### config.mk
export PLATFORM = sky130hd
export DESIGN_NAME = imem_loader_flat
export DESIGN_NICKNAME = d
export VERILOG_FILES = /design/src/rtl/imem_pkg.sv /design/src/rtl/imem_loader_if.sv /design/src/rtl/imem_word_assembler.sv /design/src/rtl/imem_loader.sv /design/src/flat_wrapper.sv
export SDC_FILE = /design/constraint.sdc
export NUM_CORES = 1
export LEC_CHECK = 0
export BUFFER_PORTS_ARGS = -buffer_cell sky130_fd_sc_hd__buf_2
export CAP_MARGIN = 20
export CORE_ASPECT_RATIO = 1.25
export CORE_MARGIN = 2
export CORE_UTILIZATION = 25
export DETAILED_ROUTE_END_ITERATION = 10
export PLACE_DENSITY_LB_ADDON = 0.2
export SYNTH_ARGS = -nofsm -noshare
export SYNTH_HDL_FRONTEND = slang
export SYNTH_SLANG_ARGS = --single-unit
### constraint.sdc
create_clock -name clk -period 2.1 [get_ports clk]
set_clock_uncertainty 0.05 [all_clocks]
set_input_delay 0.21 -clock clk [delete_from_list [all_inputs] [get_ports clk]]
set_output_delay 0.21 -clock clk [all_outputs]
set_load 0.03 [all_outputs]
### src/rtl/imem_pkg.sv
// Shared constants and loader FSM state encoding for the 16-bit instruction memory.
// Optional feature macro used by the loader bundle: IMEM_LOADER_CHECKSUM_EN.
package imem_pkg;

    localparam int ADDR_W = 6;
    localparam int DEPTH  = 1 << ADDR_W;
    localparam int DATA_W = 16;

    localparam logic [DATA_W-1:0] NOP = '0;

    typedef enum logic [2:0] {
        ST_IDLE,
        ST_LEN_HI,
        ST_LEN_LO,
        ST_DATA_HI,
        ST_DATA_LO,
        ST_CHECK,
        ST_FINISH
    } load_state_e;

endpackage

### src/rtl/imem_loader_if.sv
// Byte-stream handshake plus instruction-memory write port between host link and loader.
// The host/bench side uses the master modport; the loader uses the slave modport.
interface imem_loader_if;
    import imem_pkg::*;

    logic              start;
    logic [7:0]        byte_in;
    logic              byte_valid;
    logic              byte_ready;
    logic              wr_en;
    logic [ADDR_W-1:0] wr_addr;
    logic [DATA_W-1:0] wr_data;

    modport master (
        output start, byte_in, byte_valid,
        input  byte_ready, wr_en, wr_addr, wr_data
    );

    modport slave (
        input  start, byte_in, byte_valid,
        output byte_ready, wr_en, wr_addr, wr_data
    );

endinterface

### src/rtl/imem_word_assembler.sv
// Holds the high byte of the word in flight and presents {high, incoming low} as the word.
// With IMEM_LOADER_CHECKSUM_EN it also keeps a running XOR of every payload byte.
module imem_word_assembler
    import imem_pkg::*;
(
    input  logic              clk,
    input  logic              rst_n,
    input  logic              clear_i,
    input  logic              cap_hi_i,
`ifdef IMEM_LOADER_CHECKSUM_EN
    input  logic              cap_lo_i,
    output logic [7:0]        csum_o,
`endif
    input  logic [7:0]        byte_i,
    output logic [DATA_W-1:0] word_o
);

    logic [7:0] hi_q;

    // NOTE: sequential state uses non-blocking assignments so every register samples pre-edge values.
    always_ff @(posedge clk or negedge rst_n) begin
        if (!rst_n) begin
            hi_q <= '0;
        end else if (clear_i) begin
            hi_q <= '0;
        end else if (cap_hi_i) begin
            hi_q <= byte_i;
        end
    end

    // The low byte is used straight from the stream so the word is ready on the handshake cycle.
    assign word_o = {hi_q, byte_i};

`ifdef IMEM_LOADER_CHECKSUM_EN
    logic [7:0] csum_q;

    always_ff @(posedge clk or negedge rst_n) begin
        if (!rst_n) begin
            csum_q <= '0;
        end else if (clear_i) begin
            csum_q <= '0;
        end else if (cap_hi_i || cap_lo_i) begin
            csum_q <= csum_q ^ byte_i;
        end
    end

    assign csum_o = csum_q;
`endif

endmodule

### src/rtl/imem_loader.sv
// Boot-link loader: parses LEN_HI, LEN_LO, N big-endian words and writes them from address 0
// while holding fetch in stall. IMEM_LOADER_CHECKSUM_EN adds a trailing XOR checksum byte.
module imem_loader
    import imem_pkg::*;
(
    input  logic              clk,
    input  logic              rst_n,
    imem_loader_if.slave      bus,
    output logic              fetch_stall,
    output logic              busy,
    output logic              done,
    output logic              err,
    output logic [ADDR_W:0]   words_written
);

    load_state_e       state_q, state_d;
    logic [15:0]       remaining_q, remaining_d;
    logic [ADDR_W:0]   cnt_q, cnt_d;
    logic              done_q, done_d;
    logic              err_q, err_d;
    logic              wr_en_q, wr_en_d;
    logic [ADDR_W-1:0] wr_addr_q, wr_addr_d;
    logic [DATA_W-1:0] wr_data_q, wr_data_d;

    logic              byte_ready;
    logic              hs;
    logic              clear;
    logic              cap_hi;
    logic              cap_lo;
    logic [DATA_W-1:0] word;
    logic [15:0]       len_word;
    logic              mem_full;

`ifdef IMEM_LOADER_CHECKSUM_EN
    logic [7:0]        csum;
`endif

    imem_word_assembler u_asm (
        .clk      (clk),
        .rst_n    (rst_n),
        .clear_i  (clear),
        .cap_hi_i (cap_hi),
`ifdef IMEM_LOADER_CHECKSUM_EN
        .cap_lo_i (cap_lo),
        .csum_o   (csum),
`endif
        .byte_i   (bus.byte_in),
        .word_o   (word)
    );

    assign hs       = bus.byte_valid && byte_ready;
    assign len_word = {remaining_q[15:8], bus.byte_in};
    // The counter saturates at DEPTH, so its top bit alone marks a full memory.
    assign mem_full = cnt_q[ADDR_W];

    // NOTE: every combinational output gets a default first, so no path can infer a latch.
    always_comb begin
        state_d     = state_q;
        remaining_d = remaining_q;
        cnt_d       = cnt_q;
        done_d      = done_q;
        err_d       = err_q;
        wr_en_d     = 1'b0;
        wr_addr_d   = wr_addr_q;
        wr_data_d   = wr_data_q;
        byte_ready  = 1'b0;
        clear       = 1'b0;
        cap_hi      = 1'b0;
        cap_lo      = 1'b0;

        unique case (state_q)
            ST_IDLE: begin
                if (bus.start) begin
                    state_d = ST_LEN_HI;
                    done_d  = 1'b0;
                    err_d   = 1'b0;
                    cnt_d   = '0;
                    clear   = 1'b1;
                end
            end
            ST_LEN_HI: begin
                byte_ready = 1'b1;
                if (hs) begin
                    remaining_d = {bus.byte_in, 8'h00};
                    state_d     = ST_LEN_LO;
                end
            end
            ST_LEN_LO: begin
                byte_ready = 1'b1;
                if (hs) begin
                    remaining_d = len_word;
                    if (len_word == 16'd0) begin
`ifdef IMEM_LOADER_CHECKSUM_EN
                        state_d = ST_CHECK;
`else
                        state_d = ST_FINISH;
`endif
                    end else begin
                        state_d = ST_DATA_HI;
                    end
                end
            end
            ST_DATA_HI: begin
                byte_ready = 1'b1;
                if (hs) begin
                    cap_hi  = 1'b1;
                    state_d = ST_DATA_LO;
                end
            end
            ST_DATA_LO: begin
                byte_ready = 1'b1;
                if (hs) begin
                    cap_lo      = 1'b1;
                    remaining_d = remaining_q - 16'd1;
                    if (!mem_full) begin
                        wr_en_d   = 1'b1;
                        wr_addr_d = cnt_q[ADDR_W-1:0];
                        wr_data_d = word;
                        cnt_d     = cnt_q + 1'b1;
                    end else begin
                        err_d = 1'b1;
                    end
                    if (remaining_q == 16'd1) begin
`ifdef IMEM_LOADER_CHECKSUM_EN
                        state_d = ST_CHECK;
`else
                        state_d = ST_FINISH;
`endif
                    end else begin
                        state_d = ST_DATA_HI;
                    end
                end
            end
`ifdef IMEM_LOADER_CHECKSUM_EN
            ST_CHECK: begin
                byte_ready = 1'b1;
                if (hs) begin
                    if (bus.byte_in != csum) begin
                        err_d = 1'b1;
                    end
                    state_d = ST_FINISH;
                end
            end
`endif
            ST_FINISH: begin
                state_d = ST_IDLE;
                done_d  = 1'b1;
            end
            default: begin
                state_d = ST_IDLE;
            end
        endcase
    end

    always_ff @(posedge clk or negedge rst_n) begin
        if (!rst_n) begin
            state_q     <= ST_IDLE;
            remaining_q <= '0;
            cnt_q       <= '0;
            done_q      <= 1'b0;
            err_q       <= 1'b0;
            wr_en_q     <= 1'b0;
            wr_addr_q   <= '0;
            wr_data_q   <= NOP;
        end else begin
            state_q     <= state_d;
            remaining_q <= remaining_d;
            cnt_q       <= cnt_d;
            done_q      <= done_d;
            err_q       <= err_d;
            wr_en_q     <= wr_en_d;
            wr_addr_q   <= wr_addr_d;
            wr_data_q   <= wr_data_d;
        end
    end

    assign bus.byte_ready = byte_ready;
    assign bus.wr_en      = wr_en_q;
    assign bus.wr_addr    = wr_addr_q;
    assign bus.wr_data    = wr_data_q;

    // FINISH still counts as busy so the final write strobe lands under stall.
    assign busy          = (state_q != ST_IDLE);
    assign fetch_stall   = busy;
    assign done          = done_q;
    assign err           = err_q;
    assign words_written = cnt_q;

endmodule

### src/flat_wrapper.sv
// flat-port wrapper written by rule: the top's interface ports become plain ports
module imem_loader_flat import imem_pkg::*;
  (clk, rst_n, fetch_stall, busy, done, err, words_written, bus_start, bus_byte_in, bus_byte_valid, bus_byte_ready, bus_wr_en, bus_wr_addr, bus_wr_data);
  imem_loader_if bus_i ();
  input  logic clk;
  input  logic rst_n;
  output logic fetch_stall;
  output logic busy;
  output logic done;
  output logic err;
  output logic [ADDR_W:0] words_written;
  input wire logic [$bits(bus_i.start)-1:0] bus_start;
  input wire logic [$bits(bus_i.byte_in)-1:0] bus_byte_in;
  input wire logic [$bits(bus_i.byte_valid)-1:0] bus_byte_valid;
  output wire logic [$bits(bus_i.byte_ready)-1:0] bus_byte_ready;
  output wire logic [$bits(bus_i.wr_en)-1:0] bus_wr_en;
  output wire logic [$bits(bus_i.wr_addr)-1:0] bus_wr_addr;
  output wire logic [$bits(bus_i.wr_data)-1:0] bus_wr_data;
  assign bus_i.start = bus_start;
  assign bus_i.byte_in = bus_byte_in;
  assign bus_i.byte_valid = bus_byte_valid;
  assign bus_byte_ready = bus_i.byte_ready;
  assign bus_wr_en = bus_i.wr_en;
  assign bus_wr_addr = bus_i.wr_addr;
  assign bus_wr_data = bus_i.wr_data;
  imem_loader u_core (.clk(clk), .rst_n(rst_n), .bus(bus_i), .fetch_stall(fetch_stall), .busy(busy), .done(done), .err(err), .words_written(words_written));
endmodule
==> qor_table.md, run 1 <==
| Parameter | Value |
|:---|:---|
| Worst slew pin tran | 0.498 ns |
| Clock sinks | 59 |
| Internal | 0.00333 W |
| Largest net degree at the start of global routing | 31 |
| Part of the total power dissipated in the clock network | 0.260 |
| Number of rows in the core area | 44 |
| Average detailed-routed wire length per instance | 16.4 µm |
| DRC violation total after the first TritonRoute iteration | 85 |
| Maximum clock insertion buffer count | 2 |
| Die Area | 12600 µm² |
| Cell taking the most area after synthesis | dfrtp_1 |
| Final hold violations | 0 |
| Depth of the most critical reg-to-reg path | 4 |
| Number of ports placed on the die boundary | 47 |
| Synth area leaders | dfrtp_1 50%, mux2_2 8.8%, o21ai_0 4.3% |
| Total vias in the final route | 2367 |
| Flip-flop and latch count after synthesis | 59 |
| Maximum vdd ir drop | 0.000511 V |
| Power share of the sequential group | 0.342 |
| TNS Setup | 0 ns |
| Vias in the first global route | 2354 |
| Slack of the critical path | 0.137 ns |
| Syn_area_per_cell | 10.9 µm² |
| Cell area after synthesis | 2930 µm² |
| Worst slack at placement | 0.219 ns |
| CP Buf/Inv Count | 2 |
| Final wirelength | 7.76 mm |
| P&R area growth vs syn | 26.5% |
| Fmax | 510 MHz |
| Post-route design area | 3700 µm² |
| Worst Path Max Fanout | 13 |
| Layout cells sized above 1 | 0.329 |
| Max Slew Vio Count | 0 |
| Synth top area share | 0.504 |
| Critical Path Start | u_core.state_q[2] |
| Min-delay worst type | input port to register |
| Fraction of power spent switching nets | 0.383 |
| CTS Root Cell | clkbuf_16 |
| Worst path slowest cell | dfrtp_1 |
| Via-to-Cell Ratio | 5.01 |
| FF-to-FF End | u_core.remaining_q[9] |
| Power dissipated by switching net loads | 0.00207 W |
| Source of the worst register-to-register timing path | u_core.remaining_q[6] |
| R2R setup slack | 0.21 ns |
| Data required time of the worst path | 1.84 ns |
| Clock tree from TritonCTS | done |
| Post-route DRC violation count | 0 |
| Number of nets in the synthesized netlist | 283 |
| First-pass iteration count of the detailed router | 5 |
| CP cell instances | buf_4 > or3_1 > and2_1 > buf_2 |
| Aggregate global routing overflow | 0 |
| Maximum capacitance violations | 0 |
| Initial antenna violation count | 0 |
| Insertion delay of the later-clocked pin in the worst-skew pair | 0.32 ns |
| Tcrit/Tclk final | 0.935 |
| Hold endpoint | u_core.u_asm.hi_q[2] |
| GRT Util Overall | 0.131 |
| Port-buffer cells | 46 |
| Kind of critical path | register to output pin |
| Global-route wire length before repair | 12.7 mm |
| Number of nets in the final layout | 346 |
| Power after layout | 0.00540 W |
| Part of the power in combinational logic | 0.398 |
| Most used flip-flop cell after synthesis | dfrtp_1 |
| Detailed-placement wirelength estimate | 5.40 mm |
| Clock transition at the registers of the reported paths | 0.05 ns |
| Height of the die | 125 µm |
| Ranking of synthesized cells by instance count | 59 x dfrtp_1, 25 x o21ai_0, 23 x mux2_2 |
| Number of setup buffers added after CTS | 0 |
| Fraction of synthesis flops using an asynchronous set or reset pin | 1.00 |
| H-tree Lvls | 3 |
| Final Hold Slack | 0.159 ns |
| Worst rel slew slack | 0.668 |
| Post-route minimum period | 1.96 ns |
| Number of antenna repair diodes | 0 |
| Final GP Congestion | 0.773 |
| Worst EP arrival | 1.70 ns |
| Width of the die | 101 µm |
| TritonCTS buffer count | 9 |
| Setup Viol. Count Final | 0 |
| Worst path top cell family by delay | simple AND/OR/NAND/NOR gates |
| Crit path capture type | output pin |
| Kind of launch point of the worst setup path | register |
| RSZ-0062 raised after global routing | no |
| EDFF count, synth | 0 |
| Standard cell area after detailed placement | 3410 µm² |
| Post-Syn Instances | 268 |
| Yosys Warn Count | 0 |
| Leakage | 1.73 nW |
| Most frequently used cell type in the post-synthesis netlist | dfrtp_1 |
| Hold path startpoint | bus_byte_in[2] |
| Areal power density over the cells | 1460 nW/µm² |
| Starting density of the core | 0.255 |
| CORE AREA | 11500 µm² |
| Cell depth of the worst min-delay path | 2 |
| Post-DRT Antenna Nets | 0 |
| Max stage delay on crit path | 0.45 ns |
| Distinct cell type count of the synthesized netlist | 54 |
| Sequential fraction of the synthesis area | 0.504 |
| Outcome | finished, final reports clean |
==> per-stage QoR <==
stage,util,std cells
after floorplan,-,268
after global placement,0.297,457
after detailed placement,0.297,457
after CTS,0.322,472
after global routing,0.322,472
final,0.322,472
==> routing by layer <==
metal | global-route usage | vias to the layer above | part of all wire
met5 | 0 | - | 0
met4 | 0.0653 | 0 | 0.021
met3 | 0.0375 | 11 | 0.041
met2 | 0.198 | 52 | 0.48
met1 | 0.169 | 1163 | 0.46
li1 | - | 1141 | -
==> final cells by class <==
cell class / instances / area (µm²)
fillers: 1182 / 7800
flip-flops and latches: 59 / 1480
multi-input cells: 189 / 1350
repair buffers: 68 / 410
clock buffers: 11 / 243
well taps: 138 / 173
clock inverters: 3 / 40.0
inverters: 4 / 15.0
==> worst max-delay path by stage <==
| stage | end | cells after the start |
|---|---|---|
| after floorplan | u_core.remaining_q[12] | 6 |
| after global placement | u_core.remaining_q[9] | 4 |
| after detailed placement | u_core.remaining_q[9] | 4 |
| after CTS | bus_byte_ready | 4 |
| after global routing | bus_byte_ready | 4 |
| final | bus_byte_ready | 4 |
==> cell families after synthesis <==
| group | share of synthesized area |
|---|---|
| AO/OA/AOI/OAI | 0.182 |
| XOR/XNOR | 0.00897 |
| adder cells (fa/ha/maj) | 0.0128 |
| buffers and inverters | 0.0367 |
| flip-flops | 0.504 |
| multiplexers | 0.0987 |
| AND/OR/NAND/NOR | 0.157 |
==> layout by cell type, fill, tap and decap left out, types with 7 or more instances in the layout <==
cell type  netlist  routed
mux2_2          23      23
a21oi_1         11      11
nand2_1         10      10
a22o_1          10      10
nor2_1          18      17
clkbuf_16        0       9
or4_1            7       7
buf_4            3      20
dfrtp_1         59      59
o21ai_0         25      25
buf_2            5      46
==> sequential cells by signal, indices dropped and copies added (netlist names) <==
register	count
u_core.bus.wr_addr	6
u_core.state_q	3
u_core.u_asm.hi_q	8
u_core.err	1
u_core.words_written	7
u_core.bus.wr_en	1
u_core.done	1
u_core.bus.wr_data	16
u_core.remaining_q	16
==> power groups by stage <==
stage / Sequential, W / Clock (W) / Combinational, W
6_report: 0.00185 / 0.00140 / 0.00215
5_1_grt: 0.00190 / 0.00151 / 0.00236
4_1_cts: 0.00185 / 0.00145 / 0.00217
3_5_place_dp: 0.00186 / 0 / 0.00216
3_3_place_gp: 0.00185 / 0 / 0.00215
2_1_floorplan: 0.00204 / 0 / 0.00125
==> what timing repair did <==
item	in CTS	in global routing
resized for setup	0	0
endpoints found under the hold margin	19	0
hold buffers	1	0
No activity file was read; power rests on OpenSTA's default activity.
==> inputs of run 2 (changes only) <==
Settings changed: RECOVER_POWER from default to 25.
==> qor_table.md, run 2 (synthesis results as in run 1) <==
| Parameter | Value |
|:---|:---|
| Outcome | finished, final reports clean |
| Vias in the first global route | 2354 |
| Port-buffer cells | 46 |
| Number of ports placed on the die boundary | 47 |
| Starting density of the core | 0.255 |
| FF-to-FF End | u_core.remaining_q[9] |
| Width of the die | 101 µm |
| Worst slew pin tran | 1.20 ns |
| Standard cell area after detailed placement | 3410 µm² |
| Kind of critical path | register to output pin |
| Total vias in the final route | 2370 |
| Source of the worst register-to-register timing path | u_core.remaining_q[6] |
| Fmax | 510 MHz |
| Post-route design area | 3680 µm² |
| Initial antenna violation count | 0 |
| RSZ-0062 raised after global routing | no |
| P&R area growth vs syn | 25.6% |
| Kind of launch point of the worst setup path | register |
| Crit path capture type | output pin |
| GRT Util Overall | 0.131 |
| Post-route DRC violation count | 0 |
| First-pass iteration count of the detailed router | 4 |
| Tcrit/Tclk final | 0.935 |
| Worst EP arrival | 1.70 ns |
| Height of the die | 125 µm |
| Setup Viol. Count Final | 0 |
| Most common cell after layout, fill and taps aside | dfrtp_1 |
| TritonCTS buffer count | 9 |
| Largest net degree at the start of global routing | 31 |
| Post-route minimum period | 1.96 ns |
| CTS Root Cell | clkbuf_16 |
| Max Slew Vio Count | 0 |
| Insertion delay of the later-clocked pin in the worst-skew pair | 0.32 ns |
| Final wirelength | 7.73 mm |
| Worst rel slew slack | 0.202 |
| H-tree Lvls | 3 |
| Number of antenna repair diodes | 0 |
| Leakage | 1.65 nW |
| Number of rows in the core area | 44 |
| CORE AREA | 11500 µm² |
| DRC violation total after the first TritonRoute iteration | 93 |
| Max stage delay on crit path | 0.45 ns |
| Number of nets in the final layout | 346 |
| Maximum capacitance violations | 0 |
| Clock tree from TritonCTS | done |
| Post-DRT Antenna Nets | 0 |
| Final hold violations | 0 |
| Top library cells by usage in the layout, fill and taps aside | 59 x dfrtp_1, 26 x buf_2, 25 x o21ai_0 |
| Power after layout | 0.00537 W |
| Maximum clock insertion buffer count | 2 |
| Critical Path Start | u_core.state_q[2] |
| Number of setup buffers added after CTS | 0 |
| Areal power density over the cells | 1460 nW/µm² |
| Clock sinks | 59 |
| Final GP Congestion | 0.773 |
| Number of hold-repair buffers added at the cts stage | 1 |
| CTS-repair resized insts | 0 |
| Maximum vdd ir drop | 0.000504 V |
| R2R setup slack | 0.21 ns |
| Post-Route Utilization | 0.320 |
| CP endpoint | bus_byte_ready |
| Via-to-Cell Ratio | 5.02 |
| Global-route wire length before repair | 12.7 mm |
| Clock transition at the registers of the reported paths | 0.05 ns |
| Min-delay worst type | input port to register |
| Worst Path Max Fanout | 13 |
| Detailed-placement wirelength estimate | 5.40 mm |
| Depth of the most critical reg-to-reg path | 4 |
| Aggregate global routing overflow | 0 |
| TNS Setup | 0 ns |
| CP cell instances | buf_4 > or3_1 > and2_1 > buf_2 |
| Data required time of the worst path | 1.84 ns |
| Layout cells sized above 1 | 0.269 |
| Die Area | 12600 µm² |
| Worst path slowest cell | dfrtp_1 |
| Average detailed-routed wire length per instance | 16.4 µm |
## run 2: cell types whose count changed in the layout (fill, tap and decap cells not counted)
cell and delta:
buf_2 -20, clkbuf_1 +20
## run 2: report_power, final
part / internal (W) / switching (W) / total (W) / leakage, nW
Clock: 0.000930 / 0.000474 / 0.00140 / 0.141
Combinational: 0.000869 / 0.00125 / 0.00212 / 0.736
Sequential: 0.00150 / 0.000347 / 0.00185 / 0.774
## run 2: layout make-up
| class | count | area (µm²) |
|---|---|---|
| Multi-Input combinational cell | 189 | 1350 |
| Fill cell | 1189 | 7830 |
| Tap cell | 138 | 173 |
| Timing Repair Buffer | 68 | 385 |
| Clock buffer | 11 | 243 |
| Inverter | 4 | 15.0 |
| Clock inverter | 3 | 40.0 |
| Sequential cell | 59 | 1480 |
## run 2: worst min path at each step
stage | slack, ns | depth (start not counted) | to | start
4_1_cts | 0.15 | 2 | u_core.u_asm.hi_q[2] | bus_byte_in[2]
2_1_floorplan | -0.14 | 0 | u_core.bus.wr_addr[0] | rst_n
3_3_place_gp | 0.16 | 1 | u_core.done | rst_n
6_report | 0.16 | 2 | u_core.u_asm.hi_q[2] | bus_byte_in[2]
3_5_place_dp | 0.16 | 1 | u_core.done | rst_n
5_1_grt | 0.17 | 2 | u_core.bus.wr_data[2] | bus_byte_in[2]
## run 2: stage by stage
stage          std cells  hold slack, ns  setup slack (ns)
3_3_place_gp         457           0.159             0.243
6_report             472           0.159             0.137
3_5_place_dp         457           0.159             0.219
4_1_cts              472           0.154             0.111
5_1_grt              472           0.167            0.0514
2_1_floorplan        268          -0.136            0.0915
## run 2: routing by layer
metal | vias up | track usage | routed length (µm)
met5 | - | 0 | 0
met1 | 1165 | 0.169 | 3530
met4 | 0 | 0.0653 | 164
met3 | 11 | 0.0375 | 321
met2 | 54 | 0.198 | 3720
li1 | 1140 | - | -
## run 2: critical path: cells and delay by family (launching register included)
| kind | cells | cell delay [ns] |
|---|---|---|
| DFF | 1 | 0.45 |
| and+or+nand+nor | 2 | 0.55 |
| buffers and inverters | 2 | 0.38 |
==> inputs of run 3 (changes only) <==
Clock period 2.1 ns to 1.9 ns, I/O delays scaled along.
==> qor_table.md, run 3 (synthesis results as in run 1) <==
| Parameter | Value |
|:---|:---|
| Worst Path Max Fanout | 4 |
| First-pass iteration count of the detailed router | 4 |
| Detailed-placement wirelength estimate | 5.53 mm |
| Outcome | finished, final reports clean |
| Port-buffer cells | 46 |
| Worst path top cell family by delay | simple AND/OR/NAND/NOR gates |
| Layout cells sized above 1 | 0.367 |
| Largest net degree at the start of global routing | 60 |
| Maximum capacitance violations | 0 |
| Total vias in the final route | 2485 |
| Worst rel slew slack | 0.448 |
| Post-DRT Antenna Nets | 0 |
| Kind of launch point of the worst setup path | register |
| GRT Util Overall | 0.135 |
| Final Hold Slack | 0.146 ns |
| Storage cell area | 1480 µm² |
| Leakage | 1.82 nW |
| Global-route wire length before repair | 13.1 mm |
| Via-to-Cell Ratio | 5.05 |
| Areal power density over the cells | 1620 nW/µm² |
| Max Slew Vio Count | 0 |
| Height of the die | 125 µm |
| TritonCTS buffer count | 9 |
| Setup Viol. Count Final | 0 |
| Die Area | 12600 µm² |
| Final wirelength | 8.05 mm |
| Post-route minimum period | 1.87 ns |
| Vias in the first global route | 2456 |
| Most common cell after layout, fill and taps aside | dfrtp_1 |
| Final hold violations | 0 |
| Count of filler cells inserted in the layout | 1177 |
| CP Buf/Inv Count | 0 |
| Worst slack at placement | 0.0184 ns |
| Clock sinks | 59 |
| Cell depth of the worst min-delay path | 3 |
| Fmax | 535 MHz |
| Maximum vdd ir drop | 0.000680 V |
| Clock transition at the registers of the reported paths | 0.05 ns |
| Aggregate global routing overflow | 0 |
| CP cell instances | or4_2 > o311ai_2 > o41ai_1 > a221o_1 |
| Min-delay worst type | input port to register |
| Number of antenna repair diodes | 0 |
| Number of rows in the core area | 44 |
| Crit path capture type | register |
| Initial antenna violation count | 0 |
| Clock tree from TritonCTS | done |
| Worst slew pin tran | 0.829 ns |
| Starting density of the core | 0.255 |
| Cell count along the critical path | 4 |
| RSZ-0062 raised after global routing | yes |
| Worst EP arrival | 2.03 ns |
| Post-route DRC violation count | 0 |
| P&R area growth vs syn | 32.0% |
| Number of setup buffers added after CTS | 0 |
| Slack of the critical path | 0.0291 ns |
| Number of nets in the final layout | 364 |
| Top library cells by usage in the layout, fill and taps aside | 59 x dfrtp_1, 46 x buf_2, 37 x buf_4 |
| Number of ports placed on the die boundary | 47 |
| Maximum clock insertion buffer count | 2 |
| Insertion delay of the later-clocked pin in the worst-skew pair | 0.32 ns |
| Width of the die | 101 µm |
| Kind of critical path | register to register |
| Average detailed-routed wire length per instance | 16.4 µm |
| Max stage delay on crit path | 0.69 ns |
| Multi-input combinational cell area | 1370 µm² |
| CORE AREA | 11500 µm² |
| Final GP Congestion | 0.802 |
| DRC violation total after the first TritonRoute iteration | 77 |
| CTS Root Cell | clkbuf_16 |
| Tcrit/Tclk final | 0.985 |
| Depth of the most critical reg-to-reg path | 4 |
| H-tree Lvls | 3 |
| Data required time of the worst path | 2.06 ns |
| Worst path slowest cell | or4_2 |
run 3: cell count changes in the layout (fill, tap and decap cells not counted), sizes merged:
cell | before | now
buf | 47 | 84
clkinv | 2 | 1
clkbuf | 31 | 15
run 3: repair_timing:
action,in CTS,in global routing
setup endpoints to repair,0,2
endpoints found under the hold margin,59,0
resized for setup,0,2
hold buffers,1,0
run 3: report_power, final:
part | switching [W] | internal, W
clock network | 0.000539 | 0.00105
registers | 0.000283 | 0.00166
logic | 0.00153 | 0.00118
total | 0.00235 | 0.00389
run 3: routing by layer:
metal | global-route usage | up-vias | part of all wire
li1 | - | 1178 | -
met2 | 0.215 | 51 | 0.49
met5 | 0 | - | 0
met1 | 0.172 | 1240 | 0.45
met3 | 0.0347 | 16 | 0.037
met4 | 0.0588 | 0 | 0.026
run 3: through the flow:
stage	total power (W)	instance area, µm²	util	instances	setup TNS [ns]
2_1_floorplan	0.00364	2930	-	268	0
3_3_place_gp	0.00466	3560	0.310	475	0
3_5_place_dp	0.00467	3560	0.310	475	0
4_1_cts	0.00630	3860	0.336	492	0
5_1_grt	0.00667	3860	0.336	492	-0.0421
6_report	0.00625	3860	0.336	492	0
run 3: layout make-up:
cell class | instances | share of cell area
flip-flops and latches | 59 | 0.382
repair buffers | 86 | 0.141
inverters | 4 | 0.00388
multi-input cells | 189 | 0.354
well taps | 138 | 0.0447
clock inverters | 2 | 0.00906
clock buffers | 14 | 0.0657
run 3: final timing paths:
check | start | end | slack (ns)
min in group asynchronous | rst_n | u_core.done | 0.56
setup / recovery | u_core.remaining_q[6] | u_core.remaining_q[9] | 0.03
hold reg to reg | u_core.u_asm.hi_q[2] | u_core.u_asm.hi_q[2] | 0.45
setup reg to reg | u_core.remaining_q[6] | u_core.remaining_q[9] | 0.03
hold / removal | bus_byte_in[2] | u_core.remaining_q[10] | 0.15
max in group asynchronous | rst_n | u_core.remaining_q[6] | 0.70
run 3: worst register-to-register path: stages, from the launching register on:
cell,delay (ns)
dfrtp_1,0.42
or4_2,0.69
o311ai_2,0.22
o41ai_1,0.11
a221o_1,0.26
